$ cat config.mk
export PLATFORM = sky130hd
export DESIGN_NAME = m_lsu
export DESIGN_NICKNAME = d
export VERILOG_FILES = /design/src/rtl/m_lsu.sv
export SDC_FILE = /design/constraint.sdc
export NUM_CORES = 1
export LEC_CHECK = 0
export ABC_CLOCK_PERIOD_IN_PS = 2300
export BUFFER_PORTS_ARGS = -buffer_cell sky130_fd_sc_hd__buf_2
export CORE_MARGIN = 3
export CORE_UTILIZATION = 35
export DETAILED_ROUTE_END_ITERATION = 8
export SYNTH_ARGS = -nofsm -noshare
export SYNTH_HDL_FRONTEND = slang
export SYNTH_SLANG_ARGS = --single-unit
$ cat constraint.sdc
create_clock -name clk -period 2.3 [get_ports clk]
set_input_delay 0.23 -clock clk [delete_from_list [all_inputs] [get_ports clk]]
set_output_delay 0.23 -clock clk [all_outputs]
set_load 0.005 [all_outputs]
$ cat src/rtl/m_lsu.sv
// ---------------------------------------------------------------------------
// m_lsu -- memory-stage load/store unit.
//
// Takes the execute-stage ALU result as the effective address, checks it
// for alignment and overflow (raising AdEL/AdES), and otherwise runs one
// access on a request/grant/rvalid data bus. Load data comes back sign- or
// zero-extended. The pipeline is stalled while an access is outstanding.
//
// Ports
//   clk        rising-edge clock
//   reset      asynchronous, active-low reset
//   valid_in   M stage holds a live instruction
//   mem_op     0 NONE, 1 LW, 2 LH, 3 LHU, 4 LB, 5 LBU, 6 SW, 7 SH, 8 SB,
//              9-15 NONE
//   addr       effective address
//   ov_dm      address-calculation overflow
//   wdata      store source register value
//   req_o      bus request (registered)
//   we_o       bus write enable (registered)
//   addr_o     word-aligned bus address (registered)
//   be_o       byte enables (registered)
//   wdata_o    lane-replicated store data (registered)
//   gnt_i      bus grant, sampled only while requesting
//   rvalid_i   read data valid, sampled only while waiting for a load
//   rdata_i    raw read word
//   stall      freeze stages F through M
//   done       one-cycle completion pulse
//   rdata_o    extended load result (registered), valid with done
//   exc_valid  address exception this cycle
//   exc_code   EXC_ADEL / EXC_ADES when exc_valid, else 0
// ---------------------------------------------------------------------------
module m_lsu #(
  parameter logic [4:0] EXC_ADEL = 5'd4,
  parameter logic [4:0] EXC_ADES = 5'd5
) (
  input  logic        clk,
  input  logic        reset,
  input  logic        valid_in,
  input  logic [3:0]  mem_op,
  input  logic [31:0] addr,
  input  logic        ov_dm,
  input  logic [31:0] wdata,
  output logic        req_o,
  output logic        we_o,
  output logic [31:0] addr_o,
  output logic [3:0]  be_o,
  output logic [31:0] wdata_o,
  input  logic        gnt_i,
  input  logic        rvalid_i,
  input  logic [31:0] rdata_i,
  output logic        stall,
  output logic        done,
  output logic [31:0] rdata_o,
  output logic        exc_valid,
  output logic [4:0]  exc_code
);

  localparam logic [3:0] OP_LW  = 4'd1;
  localparam logic [3:0] OP_LH  = 4'd2;
  localparam logic [3:0] OP_LHU = 4'd3;
  localparam logic [3:0] OP_LB  = 4'd4;
  localparam logic [3:0] OP_LBU = 4'd5;
  localparam logic [3:0] OP_SW  = 4'd6;
  localparam logic [3:0] OP_SH  = 4'd7;
  localparam logic [3:0] OP_SB  = 4'd8;

  typedef enum logic [1:0] {
    S_IDLE,
    S_REQ,
    S_WAIT,
    S_DONE
  } state_t;

  state_t      state;
  state_t      state_next;

  logic        is_load;
  logic        is_store;
  logic        access;
  logic        misalign;
  logic        fault;
  logic        accept;
  logic [3:0]  be_calc;
  logic [31:0] wdata_calc;

  logic [3:0]  op_q;
  logic [1:0]  lane_q;

  // Select the addressed byte/halfword of the raw bus word and extend it.
  function automatic logic [31:0] load_ext(input logic [3:0]  op,
                                           input logic [1:0]  lane,
                                           input logic [31:0] raw);
    logic [7:0]  b;
    logic [15:0] h;
    case (lane)
      2'd0:    b = raw[7:0];
      2'd1:    b = raw[15:8];
      2'd2:    b = raw[23:16];
      default: b = raw[31:24];
    endcase
    h = lane[1] ? raw[31:16] : raw[15:0];
    case (op)
      OP_LH:   load_ext = {{16{h[15]}}, h};
      OP_LHU:  load_ext = {16'h0000, h};
      OP_LB:   load_ext = {{24{b[7]}}, b};
      OP_LBU:  load_ext = {24'h000000, b};
      default: load_ext = raw;
    endcase
  endfunction

  // -------------------------------------------------------------------------
  // Request decode: classification, fault detection, lane enables, data.
  // -------------------------------------------------------------------------
  // NOTE: every signal assigned in an always_comb gets a default on entry so
  // no path leaves it unassigned, which would otherwise infer a latch.
  always_comb begin
    is_load    = 1'b0;
    is_store   = 1'b0;
    misalign   = 1'b0;
    be_calc    = 4'b0000;
    wdata_calc = 32'h0000_0000;
    case (mem_op)
      OP_LW: begin
        is_load  = 1'b1;
        misalign = |addr[1:0];
        be_calc  = 4'b1111;
      end
      OP_LH, OP_LHU: begin
        is_load  = 1'b1;
        misalign = addr[0];
        be_calc  = addr[1] ? 4'b1100 : 4'b0011;
      end
      OP_LB, OP_LBU: begin
        is_load  = 1'b1;
        be_calc  = 4'b0001 << addr[1:0];
      end
      OP_SW: begin
        is_store   = 1'b1;
        misalign   = |addr[1:0];
        be_calc    = 4'b1111;
        wdata_calc = wdata;
      end
      OP_SH: begin
        is_store   = 1'b1;
        misalign   = addr[0];
        be_calc    = addr[1] ? 4'b1100 : 4'b0011;
        wdata_calc = {2{wdata[15:0]}};
      end
      OP_SB: begin
        is_store   = 1'b1;
        be_calc    = 4'b0001 << addr[1:0];
        wdata_calc = {4{wdata[7:0]}};
      end
      default: ;
    endcase
  end

  // Qualifying with reset keeps the combinational outputs at zero while
  // reset is held, regardless of what the upstream stage presents.
  assign access = reset && valid_in && (is_load || is_store);
  assign fault  = access && (ov_dm || misalign) && (state == S_IDLE);
  assign accept = access && !(ov_dm || misalign) && (state == S_IDLE);

  // -------------------------------------------------------------------------
  // FSM: state register
  // -------------------------------------------------------------------------
  // NOTE: sequential state uses non-blocking assignments so every flop
  // samples the pre-edge values, independent of block ordering.
  always_ff @(posedge clk or negedge reset) begin
    if (!reset) state <= S_IDLE;
    else        state <= state_next;
  end

  // -------------------------------------------------------------------------
  // FSM: next-state logic
  // -------------------------------------------------------------------------
  always_comb begin
    state_next = state;
    case (state)
      S_IDLE: if (accept)   state_next = S_REQ;
      S_REQ:  if (gnt_i)    state_next = we_o ? S_DONE : S_WAIT;
      S_WAIT: if (rvalid_i) state_next = S_DONE;
      S_DONE:               state_next = S_IDLE;
      default:              state_next = S_IDLE;
    endcase
  end

  // -------------------------------------------------------------------------
  // FSM: combinational outputs
  // -------------------------------------------------------------------------
  always_comb begin
    stall     = 1'b0;
    done      = 1'b0;
    exc_valid = 1'b0;
    exc_code  = 5'd0;
    case (state)
      S_IDLE: begin
        if (fault) begin
          exc_valid = 1'b1;
          exc_code  = is_store ? EXC_ADES : EXC_ADEL;
        end
        stall = accept;
      end
      S_REQ, S_WAIT: stall = 1'b1;
      // The instruction is still in M this cycle; releasing the stall lets
      // the pipeline advance at the end of it.
      S_DONE:        done  = 1'b1;
      default: ;
    endcase
  end

  // -------------------------------------------------------------------------
  // Registered bus fields and load result
  // -------------------------------------------------------------------------
  always_ff @(posedge clk or negedge reset) begin
    if (!reset) begin
      req_o   <= 1'b0;
      we_o    <= 1'b0;
      addr_o  <= 32'h0000_0000;
      be_o    <= 4'b0000;
      wdata_o <= 32'h0000_0000;
      rdata_o <= 32'h0000_0000;
      op_q    <= 4'd0;
      lane_q  <= 2'd0;
    end else begin
      case (state)
        S_IDLE: begin
          if (accept) begin
            req_o   <= 1'b1;
            we_o    <= is_store;
            addr_o  <= {addr[31:2], 2'b00};
            be_o    <= be_calc;
            wdata_o <= wdata_calc;
            op_q    <= mem_op;
            lane_q  <= addr[1:0];
          end
        end
        // Bus fields stay frozen until the grant; only req_o drops after it.
        S_REQ:  if (gnt_i)    req_o   <= 1'b0;
        S_WAIT: if (rvalid_i) rdata_o <= load_ext(op_q, lane_q, rdata_i);
        default: ;
      endcase
    end
  end

endmodule

==> impl_metrics.tcl, run 1 <==
set metrics [dict create \
    power.density_mw_per_mm2 1140 \
    grt_overflow 0 \
    cts.sinks 108 \
    avgViaCountPerCell 5.21 \
    clock_skew_ns 0.00838 \
    finalSetupTns_ns 0 \
    peakVddDrop_mv 0.400 \
    wl_met1_um 7130 \
    rsz0062_at_grt "false" \
    highest_layer "met4" \
    synth_seq_cells 108 \
    endpoint "exc_code[0]" \
    finish.utilization_pct 46.9 \
    worstSetupStartpointType "flip-flop" \
    numCtsBuffers 9 \
    worstSetupEndpointType "primary output" \
    status "finished, final reports clean" \
    ant_nets 0 \
    antenna_found_initial 0 \
    crit_fanout 12 \
    total_leakage_power_nw 3.53 \
    setup_viol 0 \
    num_rows 45 \
    first_iter_violations 239 \
    cts_setup_buffers 0 \
    synth_edf_count 0 \
    syn_avg_cell_area_um2 11.9 \
    grt_max_degree 62 \
    wl_met3_um 1410 \
    slew_headroom_pct 44.6 \
    die_h_um 131 \
    synthFlopType "dfrtp_1" \
    yosysWarnings 0 \
    fp.dieW_um 131 \
    synth_area_mm2 0.00547 \
    finalMaxSlewViolations 0 \
    grt_pass1_vias 4552 \
    clk_latency_ns 0.35 \
    design.core.area_mm2 0.0153 \
    cts.clk_slew.worst_paths_ns 0.08 \
    place.gp.congestion 0.867 \
    ff2ff_path_depth 6 \
    ys_async_sr_fraction_pct 100 \
    maxCapViolations 0 \
    cp.arrival_ns 2.00 \
    h-tree-depth 3 \
    fillCellCount 1451 \
    root_buffer "clkbuf_16" \
    worstSetupPathType "reg -> out" \
    route.detailed.drc 0 \
    hp-class "in -> async" \
    r2r-end "addr_o[24]$_DFFE_PN0P_" \
    wl_met2_um 6990 \
    wirelength_um 15900 \
    grt_usage_pct 17.8 \
    hold_violations 0 \
    num_vias 4652 \
    nets 787 \
    synth_seq_area_share_pct 49.4 \
    dr.pass1.iters 5 \
    post-route-period-util_pct 97.0 \
    multiInputGateArea_mm2 0.00255 \
    die-area_mm2 0.0172 \
    min_period_ns 2.23 \
    seq_area_mm2 0.00270 \
    tightest_slew_ns 0.831 \
    grt_pass1_wl_um 23700 \
    fmax_mhz 448 \
    max-clock-path-buffers 2 \
    drive_above_1_share_pct 48.1 \
    syn_inst 459 \
    portBuffers 210 \
    critPathRequiredTime_ns 2.07 \
    syn_to_final_growth_pct 30.8 \
    cts_tree "yes" \
    initial_core_util_pct 35.9 \
    drt-wirelength-per-cell_um 17.8 \
    antenna_cells 0 \
    yosysUniqueCellTypes 57 \
    crit_start "state[1]$_DFFE_PN0P_" \
    r2r_start "state[1]$_DFFE_PN0P_" \
    hpwl_um 11800 \
    reg2reg_slack_ns 0.19 \
    pin_count 216 \
]
-- worst max-delay path, stage by stage, from the launching register on --
cell and delay (ns):
dfrtp_1 0.43, inv_1 0.18, ha_4 0.19, and4_1 0.22, buf_6 0.16, a21boi_2 0.21
and2_1 0.14, buf_2 0.11
-- metal layers --
metal  track usage [%]  vias to the layer above
met2              26.9                      213
met5                 0                        -
met1              24.3                     2265
li1                  -                     2152
met3              4.96                       22
met4              7.08                        0
-- registers in the layout, indices dropped and copies added (netlist names) --
register	flops
req_o	1
rdata_o	32
state	2
op_q	4
lane_q	2
wdata_o	32
be_o	4
we_o	1
addr_o	30
-- kinds of logic after synthesis --
kind of cell,count (synthesis),synth area share [%]
AOI/OAI and AO/OA,109,14.8
other,1,0.0685
and+or+nand+nor,104,10.1
adders and majority gates,4,0.915
xor gates and xnor gates,1,0.160
muxes,80,19.6
DFF,108,49.4
buffers and inverters,52,4.89
-- timing repair --
item	in CTS	in global routing
hold endpoints to repair	0	0
resized for setup	3	5
hold buffers	0	0
setup endpoints to repair	3	17
gates cloned	0	0
pin swaps	0	0
-- cell usage in the layout (no fill, tap or decap), types with 3 or more instances in the layout --
master	n
buf_4	28
nand3b_1	3
mux2_2	26
nor2_1	21
ha_1	3
nor4_1	7
inv_1	15
a21oi_1	6
nand2b_1	5
a221o_1	16
mux2_4	28
mux2i_1	18
mux4_2	8
conb_1	5
a222oi_1	8
buf_2	209
a22o_1	8
nor2b_1	10
o21ai_0	20
a21o_1	5
nand2_1	36
dfrtp_1	108
a2111oi_0	7
clkbuf_16	9
a31oi_1	26
-- synth_stat cells, types with 2 or more instances --
master | n | area [µm²]
buf_1 | 2 | 7.51
a22o_1 | 8 | 70.1
nand2_1 | 36 | 135
clkbuf_1 | 16 | 60.1
mux2_2 | 26 | 293
o21ai_0 | 20 | 100
inv_1 | 15 | 56.3
mux2_4 | 28 | 420
a21o_1 | 5 | 37.5
nor4_1 | 7 | 43.8
a221o_1 | 16 | 160
or2_2 | 2 | 12.5
a41oi_1 | 2 | 17.5
a222oi_1 | 8 | 80.1
o2bb2ai_1 | 2 | 17.5
nor2b_1 | 10 | 62.6
ha_1 | 4 | 50.1
nor2_1 | 22 | 82.6
mux2i_1 | 18 | 180
and2_1 | 2 | 12.5
a21oi_1 | 6 | 30.0
and4_1 | 2 | 17.5
buf_2 | 7 | 35.0
dfrtp_1 | 108 | 2700
a31oi_1 | 26 | 163
mux4_2 | 8 | 180
nand3b_1 | 3 | 22.5
nand2b_1 | 5 | 31.3
buf_6 | 5 | 56.3
buf_4 | 7 | 52.6
a2111oi_0 | 7 | 61.3
-- per-stage QoR --
stage          setup slack (ns)  hold slack, ns  cells  cell area, µm²  power (mW)
5_1_grt                0.000980          0.0907    893            7160        8.79
3_5_place_dp              0.120           0.452    877            6840        6.68
2_1_floorplan             0.337         -0.0656    463            5490        5.17
6_report                 0.0685          0.0342    893            7160        8.17
4_1_cts                 0.00970          0.0648    893            7130        8.21
3_3_place_gp              0.212           0.443    877            6840        6.59
-- where the power goes --
part	leakage, nW	switching, mW	total, mW	internal, mW
Sequential	1.36	0.528	3.27	2.74
Clock	0.131	0.735	1.48	0.748
Combinational	2.03	1.55	3.42	1.87
-- area by class of cell --
type                       count  share of cell area (%)
clock buffer                  10                    3.20
tap                          211                    3.69
timing repair buffer         240                    18.3
multi-input combinational    303                    35.6
sequential                   108                    37.8
clock inverter                 6                   0.682
inverter                      15                   0.787
-- how the worst min path moves through the flow --
| stage | cells past startpoint | slack (ns) | to |
|---|---|---|---|
| floorplan | 0 | -0.07 | addr_o[10]$_DFFE_PN0P_ |
| global placement | 2 | 0.44 | rdata_o[10]$_DFFE_PN0P_ |
| detailed placement | 2 | 0.45 | rdata_o[10]$_DFFE_PN0P_ |
| CTS | 2 | 0.06 | rdata_o[8]$_DFFE_PN0P_ |
| global route | 2 | 0.09 | op_q[3]$_DFFE_PN0P_ |
| finish | 2 | 0.03 | op_q[3]$_DFFE_PN0P_ |
Note: power is estimated with default switching activity, not from simulation.
==> inputs of run 2 (changes only) <==
--- a/config.mk
+++ b/config.mk
@@ -10,4 +10,6 @@
 export CORE_MARGIN = 3
-export CORE_UTILIZATION = 35
+export CORE_UTILIZATION = 49
 export DETAILED_ROUTE_END_ITERATION = 8
+export PLACE_DENSITY = 0.8
+export RECOVER_POWER = 50
 export SYNTH_ARGS = -nofsm -noshare
==> constraint.sdc (replaced) <==
create_clock -name clk -period 2.3 [get_ports clk]
set_input_delay 0.46 -clock clk [delete_from_list [all_inputs] [get_ports clk]]
set_output_delay 0.46 -clock clk [all_outputs]
set_load 0.005 [all_outputs]
==> run 2 against run 1 <==
Against the previous run:
- routed wire length fell by 2.6%
- power fell by 5.1%
- worst setup slack got worse by 0.016 ns
- first-iteration DRC count rose by 140%
- sequential power barely moved
- hold slack improved by 0.28 ns
- combinational power fell by 4%
- via count rose by 3.3%
- clock-buffer cell count did not move
- register-to-register slack barely moved
- global-route usage rose by 6.7 points
- sequential share of layout area rose by 1.4 points
- largest power group unchanged
- highest routed layer unchanged
==> impl_metrics.tcl, run 2 (synthesized netlist as in run 1, its figures left out) <==
set metrics [dict create \
    hold_path_startpoint "addr[31]" \
    design.core.area_mm2 0.0106 \
    crit_buf_inv 2 \
    max-clock-path-buffers 2 \
    ff2ff_path_depth 4 \
    finalSetupTns_ns 0 \
    avgViaCountPerCell 5.88 \
    critPathRequiredTime_ns 1.84 \
    maxCapViolations 0 \
    rsz0062_at_grt "false" \
    post-route-period-util_pct 97.7 \
    cts.sinks 108 \
    clock_skew_ns 0.0158 \
    cp.arrival_ns 1.79 \
    worstSetupEndpointType "primary output" \
    route.detailed.drc 0 \
    dr.pass1.iters 6 \
    min_period_ns 2.25 \
    worstSetupPathType "in -> out" \
    root_buffer "clkbuf_8" \
    cp_slowest_stage_delay_ns 0.55 \
    ant_nets 0 \
    final_common_cell "buf_2" \
    crit_fanout 6 \
    numCtsBuffers 9 \
    cts.clk_slew.worst_paths_ns 0.12 \
    holdWs_ns 0.311 \
    drive_above_1_share_pct 41.1 \
    reg2reg_slack_ns 0.20 \
    wirelength_um 15500 \
    h-tree-depth 3 \
    layout_common_cells "buf_2, dfrtp_1, clkbuf_1" \
    antenna_found_initial 0 \
    slew_headroom_pct 36.6 \
    worstHoldPathCells 2 \
    first_iter_violations 582 \
    num_vias 4806 \
    fp.dieW_um 112 \
    total_leakage_power_nw 3.30 \
    fmax_mhz 445 \
    num_rows 37 \
    cts_hold_buf 0 \
    clk_latency_ns 0.37 \
    place.gp.congestion 0.964 \
    power.density_mw_per_mm2 1120 \
    path_common_cell "buf_2" \
    cts_tree "yes" \
    die_h_um 112 \
    grt_pass1_wl_um 25300 \
    worstSetupStartpointType "input pin" \
    hold_end "addr_o[31]$_DFFE_PN0P_" \
    pin_count 216 \
    peakVddDrop_mv 0.503 \
    cts_setup_buffers 0 \
    initial_core_util_pct 51.6 \
    grt_overflow 0 \
    hold_violations 0 \
    r2r-end "rdata_o[16]$_DFFE_PN0P_" \
    antenna_cells 0 \
    grt_pass1_vias 4859 \
    portBuffers 210 \
    reg.largest.list "rdata_o (32), wdata_o (32), addr_o (30)" \
    finalMaxSlewViolations 0 \
    tightest_slew_ns 0.946 \
    grt_max_degree 57 \
    grt_usage_pct 24.5 \
    syn_to_final_growth_pct 26.3 \
    cp_cell_sequence "buf_2, or4_1, and4_4, a21boi_2, and2_1, buf_2" \
    hp-class "in -> reg" \
    status "finished, final reports clean" \
    nets 787 \
    crit_path_top_delay_cell "or4_1" \
    hpwl_um 11800 \
    r2r_start "op_q[3]$_DFFE_PN0P_" \
    die-area_mm2 0.0125 \
    worst_path_dominant_cell_family "simple AND/OR/NAND/NOR gates" \
    drt-wirelength-per-cell_um 18.9 \
    setup_viol 0 \
]
## run 2: changes by cell type in the layout (fill, tap and decap cells not counted), moves of 2 or more
cell / change
clkbuf_8: +10
clkbuf_1: +49
clkbuf_16: -9
clkinvlp_4: -2
buf_1: +2
buf_2: -51
clkinv_8: +2
## run 2: how the worst max path moves through the flow
stage / start / to / depth (start not counted)
6_report: mem_op[0] / exc_code[0] / 6
3_3_place_gp: mem_op[0] / exc_code[0] / 6
5_1_grt: state[0]$_DFFE_PN0P_ / exc_code[0] / 6
2_1_floorplan: mem_op[3] / exc_code[0] / 5
4_1_cts: state[1]$_DFFE_PN0P_ / exc_code[0] / 6
3_5_place_dp: mem_op[0] / exc_code[0] / 6
## run 2: layout make-up
type	count	area (µm²)
well taps	136	170
repair buffers	240	1240
multi-input cells	303	2540
fillers	843	3690
flip-flops and latches	108	2700
clock inverters	6	67.6
clock buffers	10	138
inverters	15	56.3
## run 2: report_power, final
group	switching (mW)	internal, mW
Clock	0.710	0.455
Sequential	0.556	2.74
Combinational	1.54	1.76
## run 2: metal layers
metal	global-route usage, %	vias to the layer above	wire (µm)
li1	-	2146	-
met2	39.4	297	7280
met3	4.84	28	1520
met5	0	-	0
met1	33.9	2335	6360
met4	7.62	0	309
## run 2: per-stage QoR
| step | instance area (µm²) | power, mW | setup slack [ns] | util, % | instances |
|---|---|---|---|---|---|
| after floorplan | 5490 | 5.17 | 0.0123 | - | 463 |
| after global placement | 6750 | 6.53 | 0.0539 | 63.7 | 802 |
| after detailed placement | 6750 | 6.67 | 0.0253 | 63.7 | 802 |
| after CTS | 6970 | 7.87 | 0.000608 | 65.7 | 818 |
| after global routing | 6910 | 8.31 | 0.00191 | 65.2 | 818 |
| final | 6910 | 7.75 | 0.0524 | 65.2 | 818 |
## run 2: timing repair
action                                 4_1_cts  5_1_grt
pin swaps                                    0        0
endpoints found under the hold margin        0        0
cloned                                       0        0
setup endpoints to repair                    3       19
resized for setup                            4        4
==> inputs of run 3 (changes only) <==
ABC_AREA = 1   (was not set)
PLACE_DENSITY = 0.81   (was 0.8)
RECOVER_POWER = 100   (was 50)
==> run 3 against run 2 <==
Against the previous run:
- cell area shrank 3.1%
- power shrank 11%
- register-to-register slack gained 0.05 ns
- combinational power shrank 16%
- sequential share of layout area grew 1.2 points
- core utilization shrank 1.8 points
- area after synthesis shrank 0.30%
- critical path depth grew 7
- fmax grew 6.0%
- routed wire length grew 1.4%
- first-iteration DRC count shrank 12%
- global-route usage grew 0.34 points
- largest power group is now sequential cells
==> impl_metrics.tcl, run 3 <==
set metrics [dict create \
    pin_count 216 \
    synthAdderAreaFrac_pct 0.917 \
    p_comb_share_pct 39.9 \
    yosys.area_share.xor_xnor_pct 0 \
    multiInputGateArea_mm2 0.00231 \
    crit_fanout 9 \
    stdcell_count 1040 \
    grt_usage_pct 24.9 \
    grt_overflow 0 \
    first_iter_violations 514 \
    clk_latency_ns 0.35 \
    finalSetupTns_ns 0 \
    p_clk_share_pct 17.0 \
    synth_edf_count 0 \
    portBuffers 210 \
    synth_seq_area_share_pct 49.5 \
    synth_compound_gate_area_share_pct 14.2 \
    peakVddDrop_mv 0.531 \
    synth_most_common_cell "nand2_1" \
    r2r_start "state[0]$_DFFE_PN0P_" \
    p_switching_mw 2.68 \
    rsz0062_at_grt "false" \
    setup_viol 0 \
    die-area_mm2 0.0124 \
    cts_hold_buf 0 \
    yosysWarnings 0 \
    status "finished, final reports clean" \
    synth_area_mm2 0.00546 \
    syn_to_final_growth_pct 22.7 \
    worstSetupStartpointType "input pin" \
    ys_async_sr_fraction_pct 100 \
    fmax_mhz 472 \
    synth_top_area_cell "dfrtp_1" \
    cts.sinks 108 \
    critPathRequiredTime_ns 1.84 \
    num_vias 5402 \
    min_period_ns 2.12 \
    synthMuxAreaShare_pct 0 \
    numCtsBuffers 9 \
    grt_pass1_wl_um 25300 \
    die_h_um 112 \
    slew_headroom_pct 4.11 \
    synthFlopType "dfrtp_1" \
    ff2ff_path_depth 8 \
    placedCellCount 1024 \
    dr.pass1.iters 6 \
    switching_share_pct 38.8 \
    syn_avg_cell_area_um2 7.82 \
    layout_common_cells "nand2_1, buf_2, dfrtp_1" \
    avgViaCountPerCell 5.19 \
    drt-wirelength-per-cell_um 15.1 \
    nets 1009 \
    drive_above_1_share_pct 21.3 \
    hp-class "in -> reg" \
    yosys-top-cells-area "dfrtp_1, nand2_1, nand3_1" \
    reg.largest.list "rdata_o (32), wdata_o (32), addr_o (30)" \
    fillCellCount 991 \
    total_leakage_power_nw 3.59 \
    post-route-period-util_pct 92.1 \
    power.density_mw_per_mm2 1030 \
    synth_top_family_by_area "simple AND/OR/NAND/NOR gates" \
    worstSetupPathType "in -> out" \
    antenna_cells 0 \
    synth-simple-area-share_pct 27.0 \
    finish.utilization_pct 63.4 \
    worstSetupEndpointType "primary output" \
    cts.clk_slew.worst_paths_ns 0.11 \
    max-clock-path-buffers 2 \
    yosysUniqueCellTypes 29 \
    maxCapViolations 0 \
    design.core.area_mm2 0.0106 \
    fp.dieW_um 112 \
    place.gp.congestion 0.936 \
    cts_tree "yes" \
    cp.arrival_ns 1.66 \
    h-tree-depth 3 \
    wirelength_um 15700 \
    hold_violations 0 \
    ant_nets 0 \
    yosys-top-cells-count "nand2_1, dfrtp_1, inv_1, nand3_1, nor2_1" \
    syn_inst 698 \
    route.detailed.drc 0 \
    yosys.area.top_type_share_pct 49.5 \
    tightest_slew_ns 1.44 \
    seq_area_mm2 0.00270 \
    synth_seq_cells 108 \
    final_common_cell "nand2_1" \
    initial_core_util_pct 51.7 \
    finalMaxSlewViolations 0 \
    seqPwrFrac_pct 43.1 \
    crit_start "mem_op[1]" \
    clock_skew_ns 0.0115 \
    grt_pass1_vias 5046 \
    num_rows 37 \
    p_int_mw 4.23 \
    hold_path_startpoint "addr[10]" \
    grt_max_degree 109 \
    antenna_found_initial 0 \
    root_buffer "clkbuf_8" \
    worstHoldPathCells 3 \
    hpwl_um 11700 \
]
run 3: cell count changes in the layout (fill, tap and decap cells not counted), sizes merged, moves of 18 or more:
cell | before | now
nor2 | 22 | 52
a21oi | 6 | 36
mux2 | 54 | 0
a31oi | 26 | 0
nand3 | 1 | 53
inv | 17 | 57
mux2i | 18 | 0
nand2 | 36 | 243
o21ai | 21 | 57
buf | 189 | 159
run 3: cell type report:
class / instances / area share [%]
sequential: 108 / 40.4
multi-input combinational: 499 / 34.6
timing repair buffer: 225 / 16.4
inverter: 56 / 3.14
tap: 136 / 2.54
clock buffer: 10 / 1.91
clock inverter: 6 / 1.10
run 3: critical path, cell delays in order:
cell and delay, ns:
clkbuf_2 0.13, nand2_1 0.09, inv_2 0.08, nand2_1 0.12, nand2_1 0.11, nand2_1 0.07
nand2_1 0.08, nor2_4 0.16, nand3_4 0.09, inv_2 0.06, nor2_1 0.03, nor2_1 0.07
buf_2 0.11
run 3: metal layers:
| layer | part of all wire [%] | wire, µm | global-route usage, % | up-vias |
|---|---|---|---|---|
| li1 | - | - | - | 2650 |
| met1 | 40 | 6290 | 32.0 | 2446 |
| met2 | 48 | 7590 | 41.9 | 282 |
| met3 | 9.7 | 1530 | 6.30 | 24 |
| met4 | 1.8 | 279 | 7.14 | 0 |
| met5 | 0 | 0 | 0 | - |
run 3: what timing repair did:
item	CTS	global route
buffers inserted	0	0
setup endpoints to repair	0	19
gates resized for setup	0	3
run 3: path summary, 6_finish.rpt:
path                                                 to  slack (ns)
worst min register to register      be_o[3]$_DFFE_PN0P_        0.48
max in group asynchronous       rdata_o[20]$_DFFE_PN0P_        0.70
worst max-delay path                              stall        0.18
worst min-delay path             addr_o[10]$_DFFE_PN0P_        0.28
worst max register to register  rdata_o[27]$_DFFE_PN0P_        0.25
min in group asynchronous        addr_o[28]$_DFFE_PN0P_        0.68
run 3: stage by stage:
stage / hold slack (ns) / power, mW / setup slack [ns] / cell area, µm²
global placement: 0.456 / 5.80 / 0.214 / 6620
CTS: 0.229 / 7.07 / 0.164 / 6820
global route: 0.257 / 7.48 / 0.0151 / 6690
floorplan: 0.164 / 4.61 / 0.366 / 5470
detailed placement: 0.458 / 5.88 / 0.176 / 6620
finish: 0.284 / 6.91 / 0.181 / 6690
run 3: logic make-up after synthesis:
logic type      after synthesis
other cells                   1
compound gates              133
fa+ha+maj                     4
buf+inv                      95
simple gates                357
flops                       108
run 3: power groups by stage:
stage / clock network [mW] / registers, mW / logic (mW)
finish: 1.17 / 2.98 / 2.76
floorplan: 0 / 3.01 / 1.61
global placement: 0 / 2.98 / 2.83
CTS: 1.21 / 2.96 / 2.90
global route: 1.30 / 3.07 / 3.11
detailed placement: 0 / 2.99 / 2.89
